--- config.mk ---
export PLATFORM = sky130hd
export DESIGN_NAME = mem_region_router
export DESIGN_NICKNAME = d
export VERILOG_FILES = /design/src/rtl/mem_region_router.sv
export SDC_FILE = /design/constraint.sdc
export NUM_CORES = 1
export LEC_CHECK = 0
export ABC_AREA = 1
export BUFFER_PORTS_ARGS = -buffer_cell sky130_fd_sc_hd__buf_2
export CAP_MARGIN = 0
export CORE_AREA = 3 3 121 123
export DETAILED_ROUTE_END_ITERATION = 10
export DIE_AREA = 0 0 124 126
export GPL_ROUTABILITY_DRIVEN = 0
export PLACE_DENSITY = 0.71
export RECOVER_POWER = 100
export SYNTH_ARGS = -nofsm -noshare
export SYNTH_HDL_FRONTEND = slang
export SYNTH_SLANG_ARGS = --single-unit
--- constraint.sdc ---
create_clock -name clk -period 4.75 [get_ports clk]
set_clock_uncertainty 0.2 [all_clocks]
set_input_delay 0.2375 -clock clk [delete_from_list [all_inputs] [get_ports clk]]
set_output_delay 0.2375 -clock clk [all_outputs]
set_load 0.01 [all_outputs]
--- src/rtl/mem_region_router.sv ---
// mem_region_router: routes the core data-memory bus to NUM_TGT address
// regions, one transaction in flight, with a per-transaction response
// timeout and an error response for unmapped or write-protected accesses.
module mem_region_router #(
  parameter int                      MEM_W       = 32,
  parameter int                      NUM_TGT     = 4,
  parameter logic [NUM_TGT*32-1:0]   TGT_BASE    = {NUM_TGT{32'h0}},
  parameter logic [NUM_TGT*32-1:0]   TGT_SIZE    = {NUM_TGT{32'h1000}},
  parameter logic [NUM_TGT-1:0]      TGT_RO      = '0,
  parameter int                      TIMEOUT_CYC = 255
) (
  input  logic                     clk,
  input  logic                     rst,
  // core side
  input  logic                     vproc_mem_req_o,
  input  logic [31:0]              vproc_mem_addr_o,
  input  logic                     vproc_mem_we_o,
  input  logic [MEM_W/8-1:0]       vproc_mem_be_o,
  input  logic [MEM_W-1:0]         vproc_mem_wdata_o,
  output logic                     vproc_mem_rvalid_i,
  output logic                     vproc_mem_err_i,
  output logic [MEM_W-1:0]         vproc_mem_rdata_i,
  // target side
  output logic [NUM_TGT-1:0]       tgt_req_o,
  output logic [31:0]              tgt_addr_o,
  output logic                     tgt_we_o,
  output logic [MEM_W/8-1:0]       tgt_be_o,
  output logic [MEM_W-1:0]         tgt_wdata_o,
  input  logic [NUM_TGT-1:0]       tgt_rvalid_i,
  input  logic [NUM_TGT-1:0]       tgt_err_i,
  input  logic [NUM_TGT*MEM_W-1:0] tgt_rdata_i,
  output logic                     busy_o
);

  localparam int SEL_W = (NUM_TGT > 1) ? $clog2(NUM_TGT) : 1;
  localparam int CNT_W = $clog2(TIMEOUT_CYC + 1);
  localparam logic [CNT_W-1:0] CNT_LAST = CNT_W'(TIMEOUT_CYC - 1);

  typedef enum logic [2:0] {
    S_IDLE  = 3'd0,
    S_ISSUE = 3'd1,
    S_WAIT  = 3'd2,
    S_RESP  = 3'd3,
    S_ERR   = 3'd4
  } state_e;

  state_e             state_q, state_d;
  logic [31:0]        addr_q, addr_d;
  logic               we_q, we_d;
  logic [MEM_W/8-1:0] be_q, be_d;
  logic [MEM_W-1:0]   wdata_q, wdata_d;
  logic [SEL_W-1:0]   sel_q, sel_d;
  logic [CNT_W-1:0]   cnt_q, cnt_d;
  logic [MEM_W-1:0]   rdata_q, rdata_d;

  logic               dec_hit;
  logic [SEL_W-1:0]   dec_sel;
  logic [31:0]        dec_base;
  logic [MEM_W-1:0]   sel_rdata;

  // Address decode: scan high to low so the lowest matching index wins.
  always_comb begin
    // NOTE: every comb output gets a default first so no path leaves it
    // unassigned, which would otherwise infer a latch.
    dec_hit  = 1'b0;
    dec_sel  = '0;
    dec_base = TGT_BASE[31:0];
    for (int i = NUM_TGT - 1; i >= 0; i--) begin
      if ((vproc_mem_addr_o & ~(TGT_SIZE[i*32 +: 32] - 32'd1)) == TGT_BASE[i*32 +: 32]) begin
        dec_hit  = 1'b1;
        dec_sel  = SEL_W'(i);
        dec_base = TGT_BASE[i*32 +: 32];
      end
    end
  end

  assign sel_rdata = tgt_rdata_i[MEM_W*int'(sel_q) +: MEM_W];

  // State and datapath registers, synchronous active-low reset.
  always_ff @(posedge clk) begin
    // NOTE: sequential state uses non-blocking assignments so every register
    // samples pre-edge values regardless of statement order.
    if (!rst) begin
      state_q <= S_IDLE;
      addr_q  <= '0;
      we_q    <= 1'b0;
      be_q    <= '0;
      wdata_q <= '0;
      sel_q   <= '0;
      cnt_q   <= '0;
      rdata_q <= '0;
    end else begin
      state_q <= state_d;
      addr_q  <= addr_d;
      we_q    <= we_d;
      be_q    <= be_d;
      wdata_q <= wdata_d;
      sel_q   <= sel_d;
      cnt_q   <= cnt_d;
      rdata_q <= rdata_d;
    end
  end

  // Next-state logic: transaction sequencing, latching and timeout counting.
  always_comb begin
    state_d = state_q;
    addr_d  = addr_q;
    we_d    = we_q;
    be_d    = be_q;
    wdata_d = wdata_q;
    sel_d   = sel_q;
    cnt_d   = cnt_q;
    rdata_d = rdata_q;
    unique case (state_q)
      S_IDLE: begin
        if (vproc_mem_req_o) begin
          addr_d  = vproc_mem_addr_o - dec_base;
          we_d    = vproc_mem_we_o;
          be_d    = vproc_mem_be_o;
          wdata_d = vproc_mem_wdata_o;
          sel_d   = dec_sel;
          if (dec_hit && !(vproc_mem_we_o && TGT_RO[dec_sel])) state_d = S_ISSUE;
          else                                                 state_d = S_ERR;
        end
      end
      S_ISSUE: begin
        cnt_d   = '0;
        state_d = S_WAIT;
      end
      S_WAIT: begin
        // Error beats valid when a target raises both in the same cycle.
        if (tgt_err_i[sel_q]) begin
          state_d = S_ERR;
        end else if (tgt_rvalid_i[sel_q]) begin
          rdata_d = we_q ? '0 : sel_rdata;
          state_d = S_RESP;
        end else if (cnt_q == CNT_LAST) begin
          state_d = S_ERR;
        end else begin
          cnt_d = cnt_q + 1'b1;
        end
      end
      S_RESP:  state_d = S_IDLE;
      S_ERR:   state_d = S_IDLE;
      default: state_d = S_IDLE;
    endcase
  end

  // Outputs decoded from the current state and latched transaction.
  always_comb begin
    tgt_req_o          = '0;
    vproc_mem_rvalid_i = (state_q == S_RESP);
    vproc_mem_err_i    = (state_q == S_ERR);
    vproc_mem_rdata_i  = (state_q == S_RESP) ? rdata_q : '0;
    busy_o             = (state_q != S_IDLE);
    if (state_q == S_ISSUE) tgt_req_o[sel_q] = 1'b1;
  end

  assign tgt_addr_o  = addr_q;
  assign tgt_we_o    = we_q;
  assign tgt_be_o    = be_q;
  assign tgt_wdata_o = wdata_q;

endmodule

; Word-level counts from Yosys, hierarchy flattened
; Cells that the tools add are included.
; W data, S select, Z words.
[totals]
output_inout_bits = 108
regBits = 112
word_cells = 41
input_bits = 208
[classes]
bitwise_logic = 1
n_reduce_logical = 8
add_sub_neg = 1
n_mux = 14
eq_ne = 10
[ops]
columns = operator, count
row1 = $mux W32, 2
row2 = $logic_not A32 Y1, 1
row3 = $mux W8, 3
row4 = $pmux W8 S2, 1
row5 = $mux W3, 5
row6 = $pmux W3 S3, 1
row7 = $add A8 B1 Y8 const B, 1
row8 = $eq A8 B8 Y1 const B, 1
row9 = $ne A2 B2 Y1 const B, 4
row10 = $eq A3 B2 Y1 const B, 2
row11 = $ne A4 B4 Y1 const B, 1
row12 = $reduce_and A2 Y1, 2
row13 = $reduce_and A4 Y1, 1
row14 = $eq A3 B1 Y1 const B, 1
row15 = $eq A3 B3 Y1 const B, 1
row16 = $logic_not A3 Y1, 1
row17 = $reduce_and A3 Y1, 1
row18 = $reduce_bool A3 Y1, 1
row19 = $mux W1, 2
row20 = $reduce_bool A2 Y1, 1
row21 = $not A1 Y1, 1

; Logic depth before layout (Yosys ltp)
; Gate-level depths: netlist of run 1.
[logic_depth]
ltp_word = 5
depth_mapped = 11
depth_no_buf = 11

; Least setup slack after synthesis of run 1
; OpenSTA, ideal clock, no wires.
[synth_path]
path_type = reg2out
from = reg state_q[1]
to = out vproc_mem_rdata_i[10]
t_required_ns = 4.313
arrival_ns = 1.336
stages_incl_launch_ff = 6
path_buffers = 1
setup_slack_ns = 2.976
cell_sequence = dfxtp_1 -> inv_1 -> nor3_1 -> inv_1 -> buf_2 -> nor2_1
[synth_between]
elab_chain_len = 2
[synth_rtl]
columns = element, line_no
row1 = from (decl), 47  ; state_e state_q, state_d;
row2 = from (signal assigned), 93  ; state_q <= state_d;
row3 = $eq A3 B2 Y1, -
row4 = via vproc_mem_rvalid_i, 20  ; output logic vproc_mem_rvalid_i,
row5 = $mux W32, 154  ; vproc_mem_rdata_i = (state_q == S_RESP) ? rdata_q : '0;
row6 = to (decl), 22  ; output logic [MEM_W-1:0] vproc_mem_rdata_i,
; The timed path passes the listed nets, and every way through them passes these cells.

; Worst setup path in the final report of run 1
[layout_path]
from = reg state_q[1]
to = reg addr_q[17] (netlist: tgt_addr_o[17])
[layout_between]
elab_chain_len = 2
[layout_rtl]
columns = element, line_no
row1 = $logic_not A3 Y1, 114  ; unique case (state_q)
row2 = $reduce_and A2 Y1 (no line), -
row3 = to (signal assigned), 94  ; addr_q <= addr_d;
row4 = to (decl), 48  ; logic [31:0] addr_q, addr_d;
; Every way passes these cells.
; A chain may end at the register's enable or synchronous reset.

==> impl_metrics.env, run 1 <==
export IMPL_wire_per_inst_um=14.1
export IMPL_drive_gt1_frac=0.147
export IMPL_slew_headroom=-0.140
export IMPL_dieArea_um2=15600
export IMPL_tightest_slew_ps=1710
export IMPL_synth_largest_area_cell="dfxtp_1"
export IMPL_rows=43
export IMPL_drc=0
export IMPL_synthTopCellsByArea="dfxtp_1, a21oi_1, nand3_1"
export IMPL_antenna_found_initial=0
export IMPL_cts_sinks=112
export IMPL_io_buffers=210
export IMPL_initial_utilization=0.350
export IMPL_yosysSeqAreaShare=0.466
export IMPL_die_w_um=124
export IMPL_grt_pass1_wl_um=23700
export IMPL_path_class="reg -> reg"
export IMPL_synth_distinct_cells=27
export IMPL_power_switching_uw=571
export IMPL_drv_cap=1
export IMPL_synthFlopType="dfxtp_1"
export IMPL_cts_tree="done"
export IMPL_synth_edf_count=0
export IMPL_synthTopCellsByCount="dfxtp_1, a21oi_1, nand2_1"
export IMPL_cp_start_kind="register"
export IMPL_layout_setup_ws_ps=1360
export IMPL_cts_root_buffer_cell="clkbuf_16"
export IMPL_grt_max_degree=73
export IMPL_max_stage_delay_ps=1300
export IMPL_finalCriticalPeriod_ps=3390
export IMPL_netlist_area_leader_share=0.466
export IMPL_cp_common_cell="nand2_1"
export IMPL_cts_setup_buffers=0
export IMPL_grt_ovfl_total=0
export IMPL_p_int_uw=1540
export IMPL_rsz0062_at_grt="false"
export IMPL_hold_start="vproc_mem_wdata_o[31]"
export IMPL_critPathLaunch="state_q[1]$_SDFFE_PN0P_"
export IMPL_dr_pass1_iters=5
export IMPL_combPwrFrac=0.142
export IMPL_switching_share=0.271
export IMPL_syn_cell_area_um2=4810
export IMPL_clockBufferDepth=2
export IMPL_area_growth_pct=40.4
export IMPL_htree_levels=3
export IMPL_ys_ff_latch=112
export IMPL_async_reset_ff_frac=0
export IMPL_clockPowerShare=0.383
export IMPL_layout_nets=1098
export IMPL_antenna_cells=0
export IMPL_design_area_um2=6760
export IMPL_status="finished with violations"
export IMPL_worstHoldPathType="in -> reg"
export IMPL_track_usage=0.187
export IMPL_hold_viol_final=0
export IMPL_multiInputGateArea_um2=1960
export IMPL_die_y_um=126
export IMPL_core_um2=13800
export IMPL_p_leak_uw=0.00262
export IMPL_top_level_ports=316
export IMPL_required_ps=4800
export IMPL_fmax_ghz=0.295
export IMPL_cts_buffers=9
export IMPL_place_detailed_hpwl_um=9380
export IMPL_fillers=1338
export IMPL_path_cells="nor3_1, nand2_1, clkbuf_1, nand2_1, a21oi_1"
export IMPL_setup_violations=0
export IMPL_finalCritPeriodShare=0.714
export IMPL_ys_warn_count=0
export IMPL_critical_path_peak_fanout=41
export IMPL_first_global_vias=4837
export IMPL_violations="capacitance limit, slew limit"
export IMPL_critPathTopFamily="buffers and inverters"
export IMPL_clk_pin_slew_ps=80
export IMPL_tns_ps=0
export IMPL_drt_iter0_markers=191
export IMPL_crit_arrival_ps=3440
export IMPL_slew_viol_final=42
export IMPL_vias=5148
export IMPL_seqPwrFrac=0.475
export IMPL_dp_slack_ps=2230
export IMPL_critPathSlowestCell="clkbuf_1"
export IMPL_powerDensity_nw_per_um2=312
export IMPL_clock_latency_ps=350
export IMPL_yosysMostFrequentCell="dfxtp_1"
export IMPL_postPlaceCellArea_um2=5890
export IMPL_avgSynthCellArea_um2=7.72
export IMPL_rr_startpoint="state_q[1]$_SDFFE_PN0P_"
export IMPL_ant_nets=0
export IMPL_synthCells=624
export IMPL_endpoint_kind="register"
export IMPL_peakVddDrop_uv=182
export IMPL_regArea_um2=2240
export IMPL_totalWireLength_um=15100
export IMPL_path_buf_inv=1
export IMPL_avgViaCountPerCell=4.80
-- per-stage QoR --
stage	hold WS, ps	total power (µW)	std cells	utilization
2_1_floorplan	173	1160	626	-
3_3_place_gp	245	1280	972	0.427
3_5_place_dp	250	1280	972	0.427
4_1_cts	0.611	2140	1073	0.513
5_1_grt	19.7	2190	1073	0.491
6_report	16.6	2110	1073	0.491
-- path summary, 6_finish.rpt --
check	to	slack, ps	cells past startpoint
min reg2reg	tgt_addr_o[27]$_SDFFE_PN0P_	260	2
max reg2reg	tgt_addr_o[17]$_SDFFE_PN0P_	1360	5
min	tgt_wdata_o[31]$_SDFFE_PN0P_	20	3
max	tgt_addr_o[17]$_SDFFE_PN0P_	1360	5
-- power by group through the flow --
stage | clock network [µW] | logic [µW] | registers, µW
2_1_floorplan | 0 | 122 | 1040
3_3_place_gp | 0 | 255 | 1020
3_5_place_dp | 0 | 257 | 1020
4_1_cts | 828 | 311 | 1000
5_1_grt | 856 | 330 | 1010
6_report | 807 | 299 | 1000
-- per-layer routing --
metal	vias up	global-route usage	wire (µm)
li1	2577	-	-
met5	-	0	0
met4	0	0.0741	358
met1	2322	0.245	6660
met2	221	0.292	6780
met3	28	0.0512	1320
-- cells by family (layout without fill, tap and decap cells) --
| kind of cell | after synthesis | in the layout | synth area share |
|---|---|---|---|
| DFF | 112 | 112 | 0.466 |
| AOI/OAI and AO/OA | 146 | 146 | 0.199 |
| buffers and inverters | 104 | 371 | 0.0954 |
| other | 1 | 3 | 0.000779 |
| and+or+nand+nor | 258 | 258 | 0.232 |
| xor gates and xnor gates | 1 | 1 | 0.00182 |
| adders and majority gates | 2 | 2 | 0.00520 |
-- registers in the layout (all words and copies together), names as in the netlist --
signal / count
cnt_q: 8
tgt_addr_o: 32
state_q: 3
rdata_q: 32
tgt_we_o: 1
tgt_be_o: 4
tgt_wdata_o: 32
-- cell usage in the layout, fill, tap and decap left out --
cell / instances
dfxtp_1: 112
a21oi_1: 107
clkbuf_1: 107
nand2_1: 105
buf_2: 104
dlygate4sd3_1: 85
nand3_1: 78
nor2_1: 63
inv_1: 52
a211oi_1: 32
clkbuf_16: 9
nor3_1: 4
nand4_1: 4
o21ai_0: 4
inv_6: 4
conb_1: 3
inv_2: 2
or2_2: 2
ha_1: 2
clkinv_8: 2
buf_4: 2
clkbuf_2: 2
clkinv_2: 1
nand3_4: 1
o21bai_1: 1
xnor2_1: 1
nand2_2: 1
a31oi_1: 1
o21ai_1: 1
bufinv_16: 1
-- timing repair --
action	CTS	global route
endpoints found under the hold margin	86	0
gates resized for setup	0	0
hold buffers	85	0
-- layout make-up --
class	instances	share of cell area
clock buffer	9	0.0333
clock inverter	7	0.0144
inverter	55	0.0307
multi-input combinational	410	0.290
sequential	112	0.332
tap	180	0.0333
timing repair buffer	300	0.266
-- tightest hold or removal path, delay by kind of cell --
family | cells | cell delay [ps]
AO/OA/AOI/OAI | 1 | 80
buffers and inverters | 1 | 100
AND/OR/NAND/NOR | 1 | 110
No activity file was read; power rests on OpenSTA's default activity.
==> inputs of run 2 (changes only) <==
CORE_AREA = 3 3 120 122   (was 3 3 121 123)
DIE_AREA = 0 0 123 125   (was 0 0 124 126)
PLACE_DENSITY = 0.75   (was 0.71)
clock period = 2.9 ns   (was 4.75 ns; I/O delays follow)
==> run 2 against run 1 <==
  * The run now ends clean
  * Critical path depth did not move
  * Design area increased by 3.6%
  * Sequential cell count unchanged
  * Clock-buffer cell count stayed put
  * Global-route usage rose by 0.63 points
  * Combinational power is 74% higher
  * Wire length rose by 2.8%
  * Critical path type is now reg -> out
  * Largest cell class unchanged
  * Highest routed layer unchanged
==> impl_metrics.env, run 2 (synthesis gave the netlist of run 1 again) <==
export IMPL_ant_nets=0
export IMPL_die_y_um=125
export IMPL_worstHoldPathType="in -> reg"
export IMPL_cts_buffers=9
export IMPL_avgViaCountPerCell=4.84
export IMPL_path_buf_inv=3
export IMPL_die_w_um=123
export IMPL_dp_slack_ps=806
export IMPL_r2r_slack_ps=550
export IMPL_powerDensity_nw_per_um2=495
export IMPL_clock_latency_ps=350
export IMPL_initial_utilization=0.362
export IMPL_required_ps=2560
export IMPL_endpoint_kind="primary output"
export IMPL_met1_usage=0.244
export IMPL_core_um2=13300
export IMPL_rsz0062_at_grt="false"
export IMPL_grt_busiest_layer="met2"
export IMPL_first_global_vias=5069
export IMPL_p_leak_uw=0.00273
export IMPL_cts_sinks=112
export IMPL_max_stage_delay_ps=490
export IMPL_hold_viol_final=0
export IMPL_dieArea_um2=15400
export IMPL_critical_path_peak_fanout=32
export IMPL_crit_arrival_ps=2100
export IMPL_antenna_cells=0
export IMPL_finalCriticalPeriod_ps=2450
export IMPL_status="finished clean"
export IMPL_top_level_ports=316
export IMPL_io_buffers=210
export IMPL_layout_common_cells="dfxtp_1, a21oi_1, buf_2"
export IMPL_mostFrequentLayoutCell="dfxtp_1"
export IMPL_grt_ovfl_total=0
export IMPL_hold_start="tgt_err_i[0]"
export IMPL_path_class="reg -> out"
export IMPL_drc=0
export IMPL_hold_buffers=105
export IMPL_rr_endpoint="tgt_we_o$_SDFFE_PN0P_"
export IMPL_area_growth_pct=45.5
export IMPL_antenna_found_initial=0
export IMPL_grt_use_met3=0.0551
export IMPL_holdPathStages=5
export IMPL_ctsResizeCount=0
export IMPL_vias=5280
export IMPL_critPathSlowestCell="inv_1"
export IMPL_wire_per_inst_um=14.2
export IMPL_dr_pass1_iters=5
export IMPL_cts_tree="done"
export IMPL_drive_gt1_frac=0.153
export IMPL_use_met2=0.313
export IMPL_clk_pin_slew_ps=70
export IMPL_grt_max_degree=72
export IMPL_cp_start_kind="register"
export IMPL_setup_violations=0
export IMPL_cts_root_buffer_cell="clkbuf_16"
export IMPL_place_detailed_hpwl_um=9380
export IMPL_slew_headroom=0.339
export IMPL_cts_setup_buffers=0
export IMPL_fmax_ghz=0.408
export IMPL_layout_nets=1121
export IMPL_path_cells="inv_2, nor3_1, inv_1, nor2_1, clkbuf_1"
export IMPL_worstHoldEndpoint="state_q[2]$_SDFFE_PN0P_"
export IMPL_track_usage=0.194
export IMPL_totalWireLength_um=15600
export IMPL_drv_cap=0
export IMPL_tightest_slew_ps=991
export IMPL_rr_worst_depth=6
export IMPL_critPathTopFamily="buffers and inverters"
export IMPL_rows=42
export IMPL_tns_ps=0
export IMPL_htree_levels=3
export IMPL_rr_startpoint="state_q[0]$_SDFFE_PN0P_"
export IMPL_layout_setup_ws_ps=452
export IMPL_drt_iter0_markers=295
export IMPL_finalCritPeriodShare=0.844
export IMPL_slew_viol_final=0
export IMPL_peakVddDrop_uv=309
export IMPL_grt_pass1_wl_um=24300
export IMPL_clockBufferDepth=2
run 2: changes by cell type in the layout (fill, tap and decap cells not counted), moves of 3 or more:
cell,before,now
clkbuf_1,107,104
buf_4,2,5
a211oi_2,0,4
a211oi_1,32,28
dlygate4sd3_1,85,105
run 2: power by group:
part	switching, µW	total, µW	internal (µW)
registers	37.0	1640	1600
clock network	616	1310	690
logic	282	520	238
total	934	3470	2530
run 2: layer usage:
metal | up-vias | share of wire
li1 | 2630 | -
met1 | 2353 | 0.43
met2 | 267 | 0.45
met3 | 30 | 0.095
met4 | 0 | 0.024
met5 | - | 0
run 2: stage by stage:
stage | util | hold slack [ps] | cell area (µm²) | power [µW] | instances
3_3_place_gp | 0.447 | 218 | 5940 | 2100 | 971
4_1_cts | 0.549 | 3.63 | 7300 | 3520 | 1092
3_5_place_dp | 0.447 | 222 | 5940 | 2100 | 971
5_1_grt | 0.527 | 75.0 | 7000 | 3630 | 1092
6_report | 0.527 | 27.3 | 7000 | 3470 | 1092
2_1_floorplan | - | 80.7 | 4820 | 1900 | 626
run 2: how the worst max path moves through the flow:
stage / from / to / slack, ps / cells past startpoint
floorplan: state_q[1]$_SDFFE_PN0P_ / vproc_mem_rdata_i[10] / 1220 / 5
global placement: state_q[1]$_SDFFE_PN0P_ / vproc_mem_rdata_i[15] / 880 / 5
detailed placement: state_q[1]$_SDFFE_PN0P_ / vproc_mem_rdata_i[10] / 810 / 5
CTS: state_q[1]$_SDFFE_PN0P_ / vproc_mem_rdata_i[10] / 430 / 5
global route: state_q[0]$_SDFFE_PN0P_ / vproc_mem_rdata_i[8] / 250 / 5
finish: state_q[0]$_SDFFE_PN0P_ / vproc_mem_rdata_i[15] / 450 / 5
run 2: layout make-up:
class                   instances  area (µm²)
repair buffers                323        2040
multi-input cells             410        1980
flip-flops and latches        112        2240
fillers                      1225        6290
well taps                     176         220
inverters                      55         208
clock inverters                 7        85.1
clock buffers                   9         225
run 2: worst reg2reg max path, cell delays in order, from the launching register on:
cell	delay [ps]
dfxtp_1	360
nor3_4	240
nand2_2	80
clkbuf_2	450
o21ai_1	270
dlygate4sd3_1	570
a21oi_1	40
